--- src/rtl/tetris_sched.sv ---
// Game sequencer for the 12x12 Tetris playfield: turns gravity, buttons and datapath status
// into single-cycle playfield commands, each followed by at least one idle gap cycle.
module tetris_sched #(
    parameter int unsigned FALL_DIV = 67108864,
    parameter int unsigned MOVE_DIV = 8388608
) (
    input  logic        clk,
    input  logic        rst,
    input  logic        start,
    input  logic        btn_left_n,
    input  logic        btn_right_n,
    input  logic        btn_rot_l_n,
    input  logic        btn_rot_r_n,
    input  logic        can_fall,
    input  logic        can_left,
    input  logic        can_right,
    input  logic        can_rot_l,
    input  logic        can_rot_r,
    input  logic        spawn_ok,
    input  logic [11:0] full_rows,
    output logic        cmd_valid,
    output logic [2:0]  cmd_op,
    output logic [3:0]  cmd_row,
    output logic [2:0]  state,
    output logic        lose,
    output logic [15:0] lines
);

    localparam logic [2:0] StIdle  = 3'd0;
    localparam logic [2:0] StSpawn = 3'd1;
    localparam logic [2:0] StPlay  = 3'd2;
    localparam logic [2:0] StClear = 3'd3;
    localparam logic [2:0] StOver  = 3'd4;

    localparam logic [2:0] OpSpawn = 3'd0;
    localparam logic [2:0] OpFall  = 3'd1;
    localparam logic [2:0] OpLock  = 3'd2;
    localparam logic [2:0] OpLeft  = 3'd3;
    localparam logic [2:0] OpRight = 3'd4;
    localparam logic [2:0] OpRotL  = 3'd5;
    localparam logic [2:0] OpRotR  = 3'd6;
    localparam logic [2:0] OpClear = 3'd7;

    localparam int unsigned FallW = $clog2(FALL_DIV);
    localparam int unsigned MoveW = $clog2(MOVE_DIV);
    localparam logic [FallW-1:0] FallMax = FallW'(FALL_DIV - 1);
    localparam logic [MoveW-1:0] MoveMax = MoveW'(MOVE_DIV - 1);

    // Pending-flag and button vector bit positions.
    localparam int unsigned PFall  = 0;
    localparam int unsigned PLeft  = 1;
    localparam int unsigned PRight = 2;
    localparam int unsigned PRotL  = 3;
    localparam int unsigned PRotR  = 4;
    localparam int unsigned BLeft  = 0;
    localparam int unsigned BRight = 1;
    localparam int unsigned BRotL  = 2;
    localparam int unsigned BRotR  = 3;

    logic [2:0]       state_q, state_d;
    logic             cmd_valid_q, cmd_valid_d;
    logic [2:0]       cmd_op_q, cmd_op_d;
    logic [3:0]       cmd_row_q, cmd_row_d;
    logic             lose_q, lose_d;
    logic [15:0]      lines_q, lines_d;
    logic [FallW-1:0] fall_cnt_q, fall_cnt_d;
    logic [MoveW-1:0] move_cnt_q, move_cnt_d;
    logic [4:0]       pend_q, pend_d;
    logic [3:0]       btn_prev_q, btn_prev_d;

    logic [3:0] btn_now, press, held;
    logic [4:0] pend_set, pend_clr;
    logic       gap, flush, issue, fall_wrap, rpt_fire;
    logic [2:0] op;
    logic [3:0] top_row;

    always_comb begin
        btn_now     = {btn_rot_r_n, btn_rot_l_n, btn_right_n, btn_left_n};
        press       = btn_prev_q & ~btn_now;
        held        = ~btn_prev_q & ~btn_now;
        btn_prev_d  = btn_now;
        gap         = ~cmd_valid_q;
        state_d     = state_q;
        cmd_valid_d = 1'b0;
        cmd_op_d    = cmd_op_q;
        cmd_row_d   = cmd_row_q;
        lose_d      = lose_q;
        lines_d     = lines_q;
        fall_cnt_d  = fall_cnt_q;
        move_cnt_d  = move_cnt_q;
        pend_set    = '0;
        pend_clr    = '0;
        flush       = 1'b0;
        issue       = 1'b0;
        fall_wrap   = 1'b0;
        rpt_fire    = 1'b0;
        op          = OpFall;
        top_row     = '0;
        // Later iterations win, so this yields the bottom-most full row.
        for (int r = 0; r < 12; r++) begin
            if (full_rows[r]) top_row = 4'(r);
        end

        case (state_q)
            StIdle: begin
                if (start) begin
                    lines_d = '0;
                    state_d = StSpawn;
                end
            end
            StSpawn: begin
                flush = 1'b1;
                if (spawn_ok) begin
                    issue      = 1'b1;
                    op         = OpSpawn;
                    fall_cnt_d = '0;
                    move_cnt_d = '0;
                    state_d    = StPlay;
                end else begin
                    lose_d  = 1'b1;
                    state_d = StOver;
                end
            end
            StPlay: begin
                if (fall_cnt_q == FallMax) begin
                    fall_cnt_d = '0;
                    fall_wrap  = 1'b1;
                end else begin
                    fall_cnt_d = fall_cnt_q + 1'b1;
                end
                // Auto-repeat phase restarts on every shift press.
                if (press[BLeft] || press[BRight] || !(held[BLeft] || held[BRight])) begin
                    move_cnt_d = '0;
                end else if (move_cnt_q == MoveMax) begin
                    move_cnt_d = '0;
                    rpt_fire   = 1'b1;
                end else begin
                    move_cnt_d = move_cnt_q + 1'b1;
                end
                pend_set = {press[BRotR], press[BRotL],
                            press[BRight] | (rpt_fire & held[BRight]),
                            press[BLeft] | (rpt_fire & held[BLeft]),
                            fall_wrap};
                if (gap) begin
                    if (pend_q[PRotL]) begin
                        pend_clr[PRotL] = 1'b1;
                        pend_clr[PRotR] = 1'b1;
                        issue           = can_rot_l;
                        op              = OpRotL;
                    end else if (pend_q[PRotR]) begin
                        pend_clr[PRotR] = 1'b1;
                        issue           = can_rot_r;
                        op              = OpRotR;
                    end else if (pend_q[PLeft] && pend_q[PRight]) begin
                        pend_clr[PLeft]  = 1'b1;
                        pend_clr[PRight] = 1'b1;
                    end else if (pend_q[PLeft]) begin
                        pend_clr[PLeft] = 1'b1;
                        issue           = can_left;
                        op              = OpLeft;
                    end else if (pend_q[PRight]) begin
                        pend_clr[PRight] = 1'b1;
                        issue            = can_right;
                        op               = OpRight;
                    end else if (pend_q[PFall]) begin
                        pend_clr[PFall] = 1'b1;
                        issue           = 1'b1;
                        if (can_fall) begin
                            op = OpFall;
                        end else begin
                            op      = OpLock;
                            flush   = 1'b1;
                            state_d = StClear;
                        end
                    end
                end
            end
            StClear: begin
                flush = 1'b1;
                if (gap) begin
                    if (|full_rows) begin
                        issue     = 1'b1;
                        op        = OpClear;
                        cmd_row_d = top_row;
                        if (lines_q != 16'hFFFF) lines_d = lines_q + 16'd1;
                    end else begin
                        state_d = StSpawn;
                    end
                end
            end
            StOver: begin
                lose_d = 1'b1;
            end
            default: begin
                state_d = StIdle;
            end
        endcase

        if (issue) begin
            cmd_valid_d = 1'b1;
            cmd_op_d    = op;
        end
        pend_d = flush ? '0 : ((pend_q & ~pend_clr) | pend_set);
    end

    always_ff @(posedge clk) begin
        if (rst) begin
            state_q     <= StIdle;
            cmd_valid_q <= 1'b0;
            cmd_op_q    <= '0;
            cmd_row_q   <= '0;
            lose_q      <= 1'b0;
            lines_q     <= '0;
            fall_cnt_q  <= '0;
            move_cnt_q  <= '0;
            pend_q      <= '0;
            btn_prev_q  <= '0;
        end else begin
            state_q     <= state_d;
            cmd_valid_q <= cmd_valid_d;
            cmd_op_q    <= cmd_op_d;
            cmd_row_q   <= cmd_row_d;
            lose_q      <= lose_d;
            lines_q     <= lines_d;
            fall_cnt_q  <= fall_cnt_d;
            move_cnt_q  <= move_cnt_d;
            pend_q      <= pend_d;
            btn_prev_q  <= btn_prev_d;
        end
    end

    assign cmd_valid = cmd_valid_q;
    assign cmd_op    = cmd_op_q;
    assign cmd_row   = cmd_row_q;
    assign state     = state_q;
    assign lose      = lose_q;
    assign lines     = lines_q;

endmodule
--- config.mk ---
export PLATFORM = sky130hd
export DESIGN_NAME = tetris_sched
export DESIGN_NICKNAME = d
export VERILOG_FILES = /design/src/rtl/tetris_sched.sv
export SDC_FILE = /design/constraint.sdc
export NUM_CORES = 1
export LEC_CHECK = 0
export ABC_AREA = 1
export CORE_MARGIN = 4
export CORE_UTILIZATION = 54
export CTS_BUF_LIST = sky130_fd_sc_hd__clkbuf_8
export CTS_CLUSTER_DIAMETER = 50
export CTS_CLUSTER_SIZE = 12
export DETAILED_ROUTE_END_ITERATION = 6
export GPL_TIMING_DRIVEN = 0
export PLACE_DENSITY = 0.79
export RECOVER_POWER = 50
export SLEW_MARGIN = 20
export SYNTH_ARGS = -nofsm -noshare
export SYNTH_HDL_FRONTEND = slang
export SYNTH_SLANG_ARGS = --single-unit
export TNS_END_PERCENT = 100
--- constraint.sdc ---
create_clock -name clk -period 2 [get_ports clk]
set_clock_uncertainty 0.2 [all_clocks]
set_input_delay 0.2 -clock clk [delete_from_list [all_inputs] [get_ports clk]]
set_output_delay 0.2 -clock clk [all_outputs]
set_load 0.005 [all_outputs]
==> impl_metrics.yaml, run 1 <==
run_status:
  status: "completed"
die:
  die_w_um: 106
  die-area_sq_um: 11300
  ios: 53
  rows: 35
  die_h_um: 106
  coreArea_sq_um: 9330
  initial_core_util_pct: 55.8
grt:
  overflow: 0
  grt_usage_pct: 25.2
  antenna_found_initial: 0
  grt_pass1_vias: 5368
  grt_max_degree: 14
  grt_pass1_wl_mm: 23.6
finish:
  n_antenna_cell: 0
  fin_nets: 930
  synthToLayoutAreaGrowth_pct: 22.0
  fin_area_sq_um: 6350
  drive_gt1_share_pct: 11.2
clock_tree:
  h-tree-depth: 3
  numCtsBuffers: 9
  cts-root-buf: "clkbuf_8"
  insertion_delay_ns: 0.37
  cts_hold_buf: 0
  cts_buffer_depth: 2
  path_clk_slew_ns: 0.08
  numClockSinks: 86
  cts_tree: "built"
logic_synthesis:
  syn-cell-area_sq_um: 5200
  yosys.area_share.adder_pct: 0.721
  yosys.cell_count.top_type: "nand2_1"
  synth_top_family_by_area: "simple AND/OR/NAND/NOR gates"
  ys_warn_count: 0
  synth-seq-area-share_pct: 33.1
  synth_flop_cell: "dfxtp_1"
  yosysTopAreaCellShare_pct: 33.1
  async_reset_ff_share_pct: 0
  synthTopCellsByCount: "nand2_1 (241), nor2_1 (121), dfxtp_1 (86)"
  synth_cells: 828
  postSynthNetCount: 856
  syn_area_per_cell_sq_um: 6.29
  synth_edf_count: 0
  synth_cell_types: 36
  synth_compound_area_share_pct: 10.6
  synthTopCellsByArea: "dfxtp_1 (33%), nand2_1 (17%), nor2_1 (8.7%)"
  ys_ff_latch: 86
  yosys.area_share.simple_pct: 44.1
  synth.area.mux_share_pct: 0
  synth_xor_area_share_pct: 3.37
  synth.largest_area_cell: "dfxtp_1"
timing:
  fmax_mhz: 504
  hold_viol: 0
  fin_setup_tns_ns: 0
  min_period_over_period_pct: 99.2
  worstMarginPinSlew_ns: 0.580
  relSlewSlack_pct: 61.3
  worst_hold_slack_ns: 0.180
  slew_violations: 0
  setup_viol: 0
  min_period_ns: 1.98
critical_path:
  arrival_ns: 2.02
  slowest_stage: "dfxtp_2"
  end_kind: "register"
  path_common_cell: "nand2_1"
  critPathMaxFanout: 10
  critPathLaunchType: "register"
  critical_path_class: "register to register"
  max_stage_delay_ns: 0.37
  path_cells: "ha_1, nand2_1, nor2_4, nand3_2, nand3_4, nand2_2, clkbuf_4, nand2_1, a21oi_1"
  required_ns: 2.03
route:
  dr_total_vias: 5607
  drt_iter0_markers: 306
  via_per_inst: 5.41
  first_pass_iters: 6
  avgRoutedWirePerCell_um: 13.5
  drt-total-wl_mm: 14.0
  drtAntennaViolNets: 0
  drc: 0
place:
  dpl.hpwl_mm: 10.3
  place_area_sq_um: 5880
  portBuffers: 51
  place_congestion: 0.971
power:
  p_leak_uw: 0.00236
  vdd_drop_max_mv: 0.622
  powerDensity_nw_per_um2: 762
worst_hold_path:
  hold_path.class: "primary input to register"
run:
  drv_cap: 0
flip-flops by register name (all words and copies together) (netlist names):
name	flops
state	3
cmd_row	4
cmd_op	3
lines	16
fall_cnt_q	26
move_cnt_q	23
lose	1
pend_q	5
cmd_valid	1
btn_prev_q	4
worst max-delay path: cells and delay by family (launching register included):
kind	cells	cell delay (ns)
compound gates	1	0.07
simple gates	6	0.80
flops	1	0.37
fa+ha+maj	1	0.18
buf+inv	1	0.22
what timing repair did:
action	in CTS	in global routing
resized for setup	17	41
endpoints found under the setup margin	48	66
gates cloned	0	1
setup buffers	2	9
pin swaps	2	5
power by group:
group          switching (uW)  leakage (uW)  internal, uW
sequential                102      0.000701          1830
combinational             989       0.00154           558
clock                     636      0.000119           725
total                    1730       0.00236          3110
stage by stage:
stage / instances / total power [uW] / util, % / setup slack [ns]
5_1_grt: 1036 / 5100 / 68.1 / -0.0306
2_1_floorplan: 828 / 2850 / - / 0.0951
3_5_place_dp: 1008 / 3370 / 63.0 / -0.433
4_1_cts: 1026 / 4750 / 66.2 / 0.00388
3_3_place_gp: 1008 / 3340 / 63.0 / -0.408
6_report: 1036 / 4840 / 68.1 / 0.0158
area by class of cell:
type / count / area, sq um
inverters: 80 / 300
repair buffers: 63 / 618
well taps: 129 / 161
flip-flops and latches: 86 / 1740
plain buffers: 23 / 149
clock buffers: 10 / 138
multi-input cells: 639 / 3160
fillers: 838 / 2980
clock inverters: 6 / 77.6
placed cells by master, fill, tap and decap left out, types with 16 or more instances in the layout:
cell type,synthesis,layout
nand2_1,241,236
nor2_1,121,116
inv_1,79,79
dfxtp_1,86,75
nand3_1,71,68
a21oi_1,66,66
clkdlybuf4s50_1,0,32
nand4_1,30,30
dlygate4sd3_1,0,19
o21ai_0,18,16
metal layers:
metal  wire length, um  track usage (%)  share of wire (%)
met5                 0                0                  0
met2              6750             43.7                 48
met4               228             6.57                1.6
met3               981             7.83                7.0
met1              6050             30.0                 43
logic make-up after synthesis:
logic type	after synthesis
buf+inv	103
xor+xnor	20
simple gates	515
fa+ha+maj	3
compound gates	101
flops	86
final timing paths:
kind | from | to | slack, ns | depth (start not counted)
min reg2reg | cmd_row[1]$_SDFFE_PP0P_ | cmd_row[1]$_SDFFE_PP0P_ | 0.28 | 2
max | lines[0]$_SDFFE_PP0P_ | lines[5]$_SDFFE_PP0P_ | 0.02 | 9
max reg2reg | lines[0]$_SDFFE_PP0P_ | lines[5]$_SDFFE_PP0P_ | 0.02 | 9
min | btn_rot_l_n | btn_prev_q[2]$_SDFF_PP0_ | 0.18 | 3
Power figures use the tool's default switching activity.
==> run 2, diff against run 1 <==
Settings changed: PLACE_DENSITY 0.79 to 0.9, REMOVE_ABC_BUFFERS set to 1.
Clock period 2 ns to 1.7 ns, I/O delays scaled along.
==> run 2 against run 1 <==
  * The flow now finishes with violations (DRC, setup timing)
  * Global-route usage up 1.7 points
  * Critical path type unchanged
  * Worst setup slack worse by 0.36 ns
  * Via count grew 21%
  * Combinational power is 79% higher
  * Register-to-register slack got worse by 0.36 ns
  * First-iteration DRC count grew to 4.0 times the previous value
  * Core utilization increased by 8.7 points
  * Sequential power grew 18%
  * Clock power up 24%
  * Total power increased by 40%
==> impl_metrics.yaml, run 2 (synthesized netlist as in run 1, its figures left out) <==
grt:
  antenna_found_initial: 0
  grt_max_degree: 63
  grt_pass1_wl_mm: 25.2
  grt_pass1_vias: 5458
  overflow: 0
  grt_usage_pct: 26.9
finish:
  regMostFlops: "fall_cnt_q"
  n_antenna_cell: 0
  layout_commonest_cell: "nand2_1"
  drive_gt1_share_pct: 27.2
  largest_reg_flops: 26
  synthToLayoutAreaGrowth_pct: 37.6
  final_util_pct: 76.8
  nFillCells: 551
  layout_common_cells: "nand2_1 (217), nor2_1 (91), inv_1 (71)"
  fin_nets: 942
clock_tree:
  cts_tree: "built"
  numClockSinks: 86
  insertion_delay_ns: 0.38
  path_clk_slew_ns: 0.09
  cts-root-buf: "clkbuf_8"
  cts_hold_buf: 0
  cts_buffer_depth: 2
  numCtsBuffers: 9
  h-tree-depth: 3
die:
  die_h_um: 106
  initial_core_util_pct: 55.8
  coreArea_sq_um: 9330
  rows: 35
  ios: 53
  die-area_sq_um: 11300
  die_w_um: 106
place:
  dp_slack_ns: -0.823
  place_congestion: 0.903
  dpl.hpwl_mm: 8.58
  portBuffers: 52
worst_hold_path:
  hold_path.class: "primary input to register"
  hold_start: "rst"
  hold_depth: 2
power:
  p_leak_uw: 0.00268
  powerDensity_nw_per_um2: 944
  vdd_drop_max_mv: 0.835
critical_path:
  critical_path.endpoint: "move_cnt_q[18]$_SDFFE_PP0P_"
  critPathLaunchType: "register"
  end_kind: "register"
  rrSetupSlack_ns: -0.34
  crit_start: "move_cnt_q[11]$_SDFFE_PP0P_"
  slowest_stage: "dfxtp_1"
  required_ns: 1.77
  critPathMaxFanout: 6
  critical_path_class: "register to register"
  rr_worst_depth: 9
  path_cells: "nand2_1, nor2_2, nand3_1, inv_1, nand3_4, nand2_4, nand2_8, nand2_8, nor2_4"
  r2r_start: "move_cnt_q[11]$_SDFFE_PP0P_"
  path_common_cell: "nand2_8"
  r2r_end: "move_cnt_q[18]$_SDFFE_PP0P_"
  arrival_ns: 2.11
  max_stage_delay_ns: 0.49
timing:
  relSlewSlack_pct: 47.5
  rsz0062_at_grt: "true"
  fmax_mhz: 490
  fin_ws_ns: -0.341
  worstMarginPinSlew_ns: 0.787
  min_period_ns: 2.04
  setup_viol: 54
  slew_violations: 0
  hold_viol: 0
  min_period_over_period_pct: 120
route:
  drc: 74
  dr_total_vias: 6779
  drtAntennaViolNets: 0
  via_per_inst: 6.47
  drt-total-wl_mm: 20.9
  first_pass_iters: 7
  drt_iter0_markers: 1237
  avgRoutedWirePerCell_um: 20.0
run_status:
  status: "finished with violations"
  violations: "DRC, setup timing"
run:
  drv_cap: 0
[run 2: worst min-delay path by stage]
stage                                           to  slack (ns)
after detailed placement   cmd_row[2]$_SDFFE_PP0P_        0.26
after global routing      btn_prev_q[3]$_SDFF_PP0_        0.16
final                     btn_prev_q[2]$_SDFF_PP0_        0.12
after floorplan            cmd_row[1]$_SDFFE_PP0P_        0.04
after CTS                    state[2]$_SDFFE_PP0P_        0.13
after global placement     cmd_row[2]$_SDFFE_PP0P_        0.26
[run 2: power breakdown]
group          internal, uW  total (uW)  leakage [uW]  switching [uW]
combinational           922        2780       0.00185            1860
clock                   863        1690      0.000108             831
sequential             2150        2280      0.000722             130
total                  3940        6760       0.00268            2820
[run 2: worst max-delay path: cells and delay by family, from the launching register on]
family | cells | cell delay (ns)
AND/OR/NAND/NOR | 8 | 1.05
buffers and inverters | 1 | 0.19
flip-flops | 1 | 0.49
[run 2: final cells by class]
type	count	area [sq um]	share of cell area [%]
Multi-Input combinational cell	643	3730	52.1
Sequential cell	86	1810	25.2
Timing Repair Buffer	90	868	12.1
Inverter	80	330	4.61
Tap cell	129	161	2.25
Clock buffer	10	138	1.92
Clock inverter	6	85.1	1.19
Timing Repair inverter	4	42.5	0.594
[run 2: repair_timing]
action	CTS	global route
endpoints found under the setup margin	85	83
buffers inserted	20	19
pin swaps	20	73
endpoints found under the hold margin	0	0
gates resized for setup	94	151
cloned	4	4
[run 2: stage by stage]
step,total power [uW],std cells,setup TNS [ns],hold WS (ns),area (sq um)
6_report,6760,1048,-10.05,0.117,7160
5_1_grt,6880,1048,-14.33,0.164,7160
4_1_cts,5970,1026,-0.322,0.134,6490
3_5_place_dp,3760,986,-45.86,0.260,5760
3_3_place_gp,3740,986,-123.45,0.261,5760
2_1_floorplan,3180,805,-21.62,0.0391,5080
[run 2: metal layers]
layer  vias to the layer above  part of all wire [%]  GRT usage (%)
li1                       2873                     -              -
met1                      3012                    35           33.9
met2                       678                    43           45.6
met3                       216                    14           5.04
met4                         0                   7.8           9.81
met5                         -                     0              0
==> run 3, diff against run 2 <==
Settings changed: GPL_TIMING_DRIVEN 0 to 1, RECOVER_POWER 50 to unset.
==> run 3 against run 2 <==
  * The flow finishes with violations (setup timing)
  * First-iteration DRC count shrank 21%
  * Count of clock-buffer cells in the layout stayed put
  * Hold slack got worse by 0.078 ns
  * Maximum frequency rose by 7.2%
  * Largest cell class unchanged
  * Largest power group unchanged
  * Highest routed layer unchanged
==> impl_metrics.yaml, run 3 (synthesized netlist as in run 1, its figures left out) <==
run_status:
  status: "finished with violations"
  violations: "setup timing"
grt:
  overflow: 0
  grt_max_degree: 36
  grt_pass1_vias: 6235
  grt_usage_pct: 30.4
  grt_pass1_wl_mm: 28.2
  antenna_found_initial: 0
clock_tree:
  h-tree-depth: 3
  cts-root-buf: "clkbuf_8"
  cts_hold_buf: 0
  insertion_delay_ns: 0.39
  path_clk_slew_ns: 0.10
  numCtsBuffers: 9
  numClockSinks: 86
  cts_buffer_depth: 2
  cts_tree: "built"
route:
  via_per_inst: 6.19
  drt-total-wl_mm: 21.3
  drt_iter0_markers: 976
  dr_total_vias: 6950
  first_pass_iters: 6
  drtAntennaViolNets: 0
  drc: 0
  avgRoutedWirePerCell_um: 19.0
critical_path:
  r2r_start: "state[0]$_SDFFE_PP0P_"
  crit_family: "buffers and inverters"
  max_stage_delay_ns: 0.38
  arrival_ns: 1.96
  rrSetupSlack_ns: -0.20
  path_cells: "inv_4, nor2_4, nand3_2, nand2_4, clkinvlp_4, buf_4, nand2_1, a21oi_1"
  critPathMaxFanout: 20
  critical_path_class: "register to register"
  end_kind: "register"
  crit_start: "state[0]$_SDFFE_PP0P_"
  critPathLaunchType: "register"
  slowest_stage: "dfxtp_2"
  rr_worst_depth: 8
  required_ns: 1.75
  r2r_end: "fall_cnt_q[8]$_SDFFE_PP0P_"
  cp.buffers_inverters: 3
  critical_path.endpoint: "fall_cnt_q[8]$_SDFFE_PP0P_"
  cp.depth: 8
timing:
  fmax_mhz: 525
  hold_viol: 0
  worst_hold_slack_ns: 0.0382
  slew_violations: 0
  rsz0062_at_grt: "true"
  worstMarginPinSlew_ns: 0.526
  min_period_over_period_pct: 112
  fin_ws_ns: -0.203
  setup_viol: 59
  min_period_ns: 1.90
  relSlewSlack_pct: 64.7
power:
  clockPowerShare_pct: 25.5
  powerDensity_nw_per_um2: 912
  internal_power_uw: 4170
  p_sw_share_pct: 39.2
  p_leak_uw: 0.00303
  seq_power_share_pct: 32.9
  pwr-share-comb_pct: 41.6
  power.switching_uw: 2690
  vdd_drop_max_mv: 0.793
die:
  die_w_um: 106
  coreArea_sq_um: 9330
  initial_core_util_pct: 55.8
  die_h_um: 106
  die-area_sq_um: 11300
  ios: 53
  rows: 35
worst_hold_path:
  hold_path.class: "primary input to register"
finish:
  fin_nets: 1016
  layout_common_cells: "nand2_1 (212), buf_4 (108), nor2_1 (82)"
  nFillCells: 512
  stdcell_count: 1122
  drive_gt1_share_pct: 31.8
  largest_reg_flops: 26
  regMostFlops: "fall_cnt_q"
  synthToLayoutAreaGrowth_pct: 44.4
  n_antenna_cell: 0
  layout_commonest_cell: "nand2_1"
run:
  drv_cap: 0
place:
  dp_slack_ns: -0.367
  placed_cells: 1096
  portBuffers: 52
  dpl.hpwl_mm: 10.8
  place_congestion: 0.983
==> run 3: worst reg2reg max path, delay by kind of cell (launching register included) <==
family	cells	cell delay, ns
buffers and inverters	3	0.59
and+or+nand+nor	4	0.51
DFF	1	0.38
AOI/OAI and AO/OA	1	0.09
==> run 3: per-stage QoR <==
step	area, sq um	TNS (ns)	utilization (%)	total power, uW
after CTS	7030	-0.0250	75.3	6140
after floorplan	5080	-21.62	-	3180
final	7510	-6.68	80.6	6850
after detailed placement	6610	-16.31	70.8	4230
after global routing	7510	-8.51	80.6	7030
after global placement	6610	-12.31	70.8	4180
==> run 3: power groups by stage <==
stage                     Clock, uW  Sequential, uW  Combinational, uW
final                          1750            2260               2850
after global routing           1810            2270               2950
after detailed placement          0            2240               1980
after floorplan                   0            2270                906
after global placement            0            2250               1940
after CTS                      1700            2220               2220
==> run 3: final cells by class <==
cell class / count / area, sq um / share of cell area (%)
Inverter: 80 / 309 / 4.11
Multi-Input combinational cell: 640 / 3560 / 47.4
Clock buffer: 10 / 138 / 1.83
Clock inverter: 6 / 92.6 / 1.23
Tap cell: 129 / 161 / 2.15
Sequential cell: 86 / 1770 / 23.5
Timing Repair Buffer: 171 / 1490 / 19.8
==> run 3: worst min-delay path by stage <==
stage | slack, ns | cells after the start | start | to
after floorplan | 0.04 | 1 | rst | cmd_row[1]$_SDFFE_PP0P_
after global placement | 0.25 | 2 | cmd_row[2]$_SDFFE_PP0P_ | cmd_row[2]$_SDFFE_PP0P_
after detailed placement | 0.26 | 2 | cmd_row[1]$_SDFFE_PP0P_ | cmd_row[1]$_SDFFE_PP0P_
after CTS | 0.02 | 3 | rst | lines[15]$_SDFFE_PP0P_
after global routing | 0.05 | 3 | rst | lines[14]$_SDFFE_PP0P_
final | 0.04 | 3 | rst | lines[14]$_SDFFE_PP0P_
==> run 3: routing by layer <==
metal	up-vias	wire length [um]	share of wire [%]	track usage, %
met5	-	0	0	0
met4	0	1910	9.0	17.5
met3	219	2780	13	8.74
met2	657	9370	44	50.4
met1	3074	7230	34	34.8
li1	3000	-	-	-
==> run 3: timing repair <==
action | 4_1_cts | 5_1_grt
gates cloned | 1 | 0
setup buffers | 3 | 6
resized for setup | 74 | 140
pin swaps | 14 | 22
endpoints found under the setup margin | 89 | 82
